**src/rtl/upload_mcast_fsm_datapath.sv**
```systemverilog
// upload_mcast_fsm_datapath: latches one request message and sends it to the request FIFO as head, body and tail flits; in multicast mode it sends one copy per bitmap target, with dest = node index (in: msg fields, fifo rdy; out: flit/ctrl/valid, state, rdy, done)
module upload_mcast_fsm_datapath #(
  parameter int FLIT_W = 16,
  parameter int NODE_NUM = 4,
  parameter int MAX_DATA = 4,
  parameter int DEST_LSB = 12,
  parameter int DEST_W = 2,
  localparam int CW = $clog2(MAX_DATA + 3)
) (
  input  logic                       clk,
  input  logic                       rst,
  input  logic                       v_flits_in,
  input  logic                       en_inv_ids,
  input  logic [NODE_NUM-1:0]        inv_ids_in,
  input  logic [CW-1:0]              flits_max_in,
  input  logic [FLIT_W-1:0]          head_flit,
  input  logic [FLIT_W-1:0]          addrhi,
  input  logic [FLIT_W-1:0]          addrlo,
  input  logic [MAX_DATA*FLIT_W-1:0] data_in,
  input  logic                       out_req_fifo_rdy_in,
  output logic [FLIT_W-1:0]          flit_out,
  output logic [1:0]                 ctrl_out,
  output logic                       v_flit_to_req_fifo,
  output logic [1:0]                 fsm_state,
  output logic                       upload_rdy,
  output logic                       upload_done
);
  typedef enum logic [1:0] {IDLE = 2'b00, SCAN = 2'b01, SEND = 2'b10} state_t;
  state_t state;
  logic [FLIT_W-1:0] head_r, hi_r, lo_r, hdr_r, hdr_nx, data_sel;
  logic [MAX_DATA*FLIT_W-1:0] data_r;
  logic [NODE_NUM-1:0] mask_r;
  logic [DEST_W-1:0] sel_r, low_idx;
  logic [CW-1:0] len_r, cnt, len_in, di;
  logic mc_r, send, tail;
  assign len_in = flits_max_in < CW'(2) ? CW'(2) :
                  flits_max_in > CW'(MAX_DATA + 2) ? CW'(MAX_DATA + 2) : flits_max_in;
  assign send = state == SEND;
  assign tail = cnt == len_r;
  assign di = cnt - CW'(3);
  always_comb begin
    low_idx = '0;
    for (int k = NODE_NUM - 1; k >= 0; k--) low_idx = mask_r[k] ? DEST_W'(k) : low_idx;
  end
  always_comb begin
    hdr_nx = head_r;
    if (mc_r) hdr_nx[DEST_LSB +: DEST_W] = low_idx;
  end
  always_comb begin
    data_sel = '0;
    for (int k = 0; k < MAX_DATA; k++) data_sel = di == CW'(k) ? data_r[k*FLIT_W +: FLIT_W] : data_sel;
  end
  assign flit_out = !send ? '0 : cnt == CW'(0) ? hdr_r : cnt == CW'(1) ? hi_r :
                    cnt == CW'(2) ? lo_r : data_sel;
  assign ctrl_out = !send ? 2'b00 : cnt == CW'(0) ? 2'b01 : tail ? 2'b11 : 2'b10;
  assign v_flit_to_req_fifo = send & out_req_fifo_rdy_in;
  assign fsm_state = state;
  assign upload_rdy = state == IDLE;
  always_ff @(posedge clk) begin
    if (rst) begin
      state <= IDLE;
      head_r <= '0;
      hi_r <= '0;
      lo_r <= '0;
      hdr_r <= '0;
      data_r <= '0;
      mask_r <= '0;
      sel_r <= '0;
      len_r <= '0;
      cnt <= '0;
      mc_r <= 1'b0;
      upload_done <= 1'b0;
    end else begin
      upload_done <= 1'b0;
      case (state)
        IDLE: if (v_flits_in) begin
          head_r <= head_flit;
          hi_r <= addrhi;
          lo_r <= addrlo;
          data_r <= data_in;
          len_r <= len_in;
          mc_r <= en_inv_ids;
          mask_r <= en_inv_ids ? inv_ids_in : NODE_NUM'(1);
          state <= SCAN;
        end
        SCAN: if (mask_r == '0) begin
          upload_done <= 1'b1;
          state <= IDLE;
        end else begin
          sel_r <= low_idx;
          hdr_r <= hdr_nx;
          cnt <= '0;
          state <= SEND;
        end
        SEND: if (out_req_fifo_rdy_in) begin
          cnt <= tail ? '0 : cnt + CW'(1);
          if (tail) begin
            mask_r <= mask_r & ~(NODE_NUM'(1) << sel_r);
            upload_done <= !mc_r;
            state <= mc_r ? SCAN : IDLE;
          end
        end
        default: state <= IDLE;
      endcase
    end
  end
endmodule

```
**config.mk**
```make
export PLATFORM = sky130hd
export DESIGN_NAME = upload_mcast_fsm_datapath
export DESIGN_NICKNAME = d
export VERILOG_FILES = /design/src/rtl/upload_mcast_fsm_datapath.sv
export SDC_FILE = /design/constraint.sdc
export NUM_CORES = 1
export LEC_CHECK = 0
export ABC_AREA = 1
export BUFFER_PORTS_ARGS = -buffer_cell sky130_fd_sc_hd__buf_2
export CORE_MARGIN = 1
export CORE_UTILIZATION = 46
export CTS_BUF_LIST = sky130_fd_sc_hd__clkbuf_8
export DETAILED_ROUTE_END_ITERATION = 8
export GPL_TIMING_DRIVEN = 0
export HOLD_SLACK_MARGIN = 0.02
export PLACE_DENSITY = 0.68
export SLEW_MARGIN = 25
export SYNTH_ARGS = -nofsm -noshare
export SYNTH_HDL_FRONTEND = slang
export SYNTH_SLANG_ARGS = --single-unit
```
**constraint.sdc**
```tcl
create_clock -name clk -period 2.1 [get_ports clk]
set_input_delay 0.315 -clock clk [delete_from_list [all_inputs] [get_ports clk]]
set_output_delay 0.315 -clock clk [all_outputs]
set_load 0.03 [all_outputs]
```
==> impl_metrics.env <==
export IMPL_yosys_top_cells_area="dfxtp_1, nor2_1, nand2_1"
export IMPL_status="finished, violations left"
export IMPL_post_place_ws_ns=-0.397
export IMPL_synth_area_mm2=0.00680
export IMPL_met2RoutedLength_mm=9.29
export IMPL_grt_antenna_before_repair=0
export IMPL_violations="setup timing"
export IMPL_core_area_mm2=0.0145
export IMPL_cts_sinks=144
export IMPL_die_height_um=124
export IMPL_critPathMaxStageDelay_ns=0.37
export IMPL_crit_cells=12
export IMPL_ys_warnings_count=0
export IMPL_path_class="flip-flop to primary output"
export IMPL_syn_area_per_cell_um2=6.62
export IMPL_fmax_mhz=378
export IMPL_antenna_left=0
export IMPL_first_iter_violations=478
export IMPL_fin_worst_skew_ns=0.0161
export IMPL_critPathLaunch="cnt[0]$_SDFFE_PP0P_"
export IMPL_synth_edff_count=0
export IMPL_dr_pass1_iters=5
export IMPL_cpMostUsedCell="nand2_1"
export IMPL_ys_seq_area_share_pct=42.4
export IMPL_crit_family="simple AND/OR/NAND/NOR gates"
export IMPL_clockBufferDepth=2
export IMPL_grt_total_usage_pct=27.9
export IMPL_ctsHoldBuffers=0
export IMPL_wl_met1_mm=9.55
export IMPL_path_buf_inv=3
export IMPL_syn_num_nets=1160
export IMPL_multiInputGateArea_mm2=0.00359
export IMPL_cts_tree="done"
export IMPL_num_io_pins=147
export IMPL_route_met3_wl_mm=1.11
export IMPL_grt_pass1_wl_mm=31.7
export IMPL_synth_top_area_share_pct=42.4
export IMPL_clkTransAtPathRegs_ns=0.09
export IMPL_reg2reg_from="fsm_state[0]$_SDFFE_PP0P_"
export IMPL_combPwrFrac_pct=18.5
export IMPL_relSlewSlack_pct=64.9
export IMPL_nNetsFinal=1332
export IMPL_synthArstFlopShare_pct=0
export IMPL_p_seq_share_pct=47.3
export IMPL_first_global_vias=6441
export IMPL_cp_max_fo=10
export IMPL_finalMaxSlewViolations=0
export IMPL_p_int_mw=4.84
export IMPL_port_buffers=146
export IMPL_drc=0
export IMPL_wl_per_cell_um=14.5
export IMPL_crit_chain="ha_4 -> ha_4 -> nor2_4 -> inv_4 -> buf_8 -> nand3_1 -> nand2_1 -> nand2_1 -> nand2_1 -> nand2_2 -> a21oi_4 -> buf_6"
export IMPL_vias_per_cell=5.02
export IMPL_gp_congestion=0.871
export IMPL_pwr_share_clk_pct=34.2
export IMPL_antenna_cells=0
export IMPL_grt_max_degree=17
export IMPL_htree_levels=4
export IMPL_reg2reg_slack_ns=0.08
export IMPL_grt_remaining_overflow=0
export IMPL_hold_viol=0
export IMPL_synth_common_cells="nor2_1, nand2_1, dfxtp_1"
export IMPL_fill_cells=1427
export IMPL_num_rows=44
export IMPL_fin_hold_ws_ns=0.0776
export IMPL_hold_class="primary input to flip-flop"
export IMPL_slowest_stage="dfxtp_4"
export IMPL_netSwitchingFraction_pct=31.6
export IMPL_synth_seq_cells=144
export IMPL_p_switching_mw=2.24
export IMPL_worstSetupStartpointType="flip-flop"
export IMPL_rsz0062_at_grt="true"
export IMPL_synthCells=1027
export IMPL_dp_hpwl_mm=15.0
export IMPL_cts_made_buffers=17
export IMPL_setup_violations=17
export IMPL_worstSetupEndpointType="primary output"
export IMPL_num_vias=7011
export IMPL_p_leak_nw=4.07
export IMPL_seq_area_mm2=0.00289
export IMPL_die_area_mm2=0.0153
export IMPL_tns_ns=-8.34
export IMPL_routed_wl_mm=20.3
export IMPL_clk_latency_ns=0.47
export IMPL_min_period_ns=2.65
export IMPL_drive_above_1_share_pct=24.0
export IMPL_cp_endpoint="flit_out[1]"
export IMPL_setup_slack_ns=-0.545
export IMPL_power_density_mw_per_mm2=815
export IMPL_drv_cap=0
export IMPL_synthFlopType="dfxtp_1"
export IMPL_fin_crit_sh_pct=126
export IMPL_clockRootBuffer="clkbuf_8"
export IMPL_start_util_pct=46.9
export IMPL_top_layer_used="met4"
export IMPL_die_w_um=124
export IMPL_timing_rr_end="head_r[14]$_SDFFE_PP0P_"
export IMPL_areaGrowthSynthToFinish_pct=27.9
export IMPL_required_ns=1.78
export IMPL_yosysMostFrequentCell="nor2_1"
export IMPL_cp_data_arrival_time_ns=2.33
export IMPL_tightest_slew_ns=0.527
export IMPL_peakVddDrop_mv=0.469
export IMPL_synth_top_area_cell="dfxtp_1"
export IMPL_r2r_cells=7
export IMPL_synth_cell_type_count=31
[tightest hold or removal path: stages]
cell,delay [ns]
buf_2,0.08
o21ai_1,0.06
nor2_1,0.07
[routing by layer]
| metal | GRT usage, % | vias up |
|---|---|---|
| li1 | - | 3600 |
| met1 | 36.8 | 3184 |
| met2 | 45.1 | 197 |
| met3 | 5.72 | 30 |
| met4 | 9.56 | 0 |
| met5 | 0 | - |
[final cells by class]
type	instances	area share [%]
Multi-Input combinational cell	742	41.4
Inverter	78	3.43
Clock buffer	19	3.01
Buffer	62	3.90
Clock inverter	13	2.00
Sequential cell	144	33.3
Tap cell	184	2.65
Timing Repair Buffer	154	10.4
[power groups by stage]
stage | Clock, mW | Combinational, mW | Sequential, mW
final | 2.42 | 1.31 | 3.35
after detailed placement | 0 | 1.28 | 3.40
after global routing | 2.57 | 1.50 | 3.39
after floorplan | 0 | 0.878 | 3.32
after global placement | 0 | 1.26 | 3.39
after CTS | 2.45 | 1.30 | 3.34
[what timing repair did]
| action | CTS | global route |
|---|---|---|
| buffers inserted | 7 | 0 |
| setup endpoints to repair | 22 | 59 |
| gates cloned | 1 | 0 |
| resized for setup | 99 | 28 |
| pin swaps | 6 | 2 |
[cells in the final DEF (no fill, tap or decap), drive strengths merged]
cell type | netlist | final
nor2 | 256 | 256
nand2 | 196 | 196
buf | 27 | 181
o21ai | 168 | 168
dfxtp | 144 | 144
inv | 77 | 83
clkbuf | 36 | 54
a21oi | 38 | 38
nand3 | 29 | 29
or2 | 17 | 17
nand3b | 16 | 16
ha | 9 | 9
nand4 | 7 | 7
bufinv | 0 | 3
clkinv | 1 | 3
clkinvlp | 0 | 2
o21a | 1 | 1
xnor2 | 1 | 1
o22ai | 1 | 1
a31oi | 1 | 1
a211oi | 1 | 1
nor3 | 1 | 1
[flip-flops by register name (all words and copies together), names as in the netlist, 2 cells and up]
| signal | count |
|---|---|
| len_r | 3 |
| hdr_r | 16 |
| hi_r | 16 |
| sel_r | 2 |
| lo_r | 16 |
| fsm_state | 2 |
| data_r | 64 |
| head_r | 16 |
| cnt | 3 |
| mask_r | 4 |
[worst min-delay path by stage]
stage                                 start  cells past startpoint  slack (ns)                      end
floorplan           data_r[21]$_SDFFE_PP0P_                      2        0.43  data_r[21]$_SDFFE_PP0P_
global placement    data_r[21]$_SDFFE_PP0P_                      2        0.44  data_r[21]$_SDFFE_PP0P_
detailed placement  data_r[21]$_SDFFE_PP0P_                      2        0.45  data_r[21]$_SDFFE_PP0P_
CTS                           head_flit[11]                      3        0.06  head_r[11]$_SDFFE_PP0P_
global route                  head_flit[11]                      3        0.07  head_r[11]$_SDFFE_PP0P_
finish                        head_flit[11]                      3        0.08  head_r[11]$_SDFFE_PP0P_
[logic make-up after synthesis]
group | share of synthesized area, %
buffers and inverters | 8.38
xor gates and xnor gates | 0.129
AOI/OAI and AO/OA | 15.8
and+or+nand+nor | 31.6
adders and majority gates | 1.66
DFF | 42.4
[metrics by stage]
step / util [%] / cells / instance area, um2 / power, mW
6_report: 60.0 / 1396 / 8690 / 7.08
4_1_cts: 59.8 / 1397 / 8660 / 7.09
2_1_floorplan: - / 1027 / 6920 / 4.20
3_3_place_gp: 54.5 / 1357 / 7880 / 4.65
5_1_grt: 60.0 / 1396 / 8690 / 7.46
3_5_place_dp: 54.5 / 1357 / 7880 / 4.68
Power figures use the tool's default switching activity.
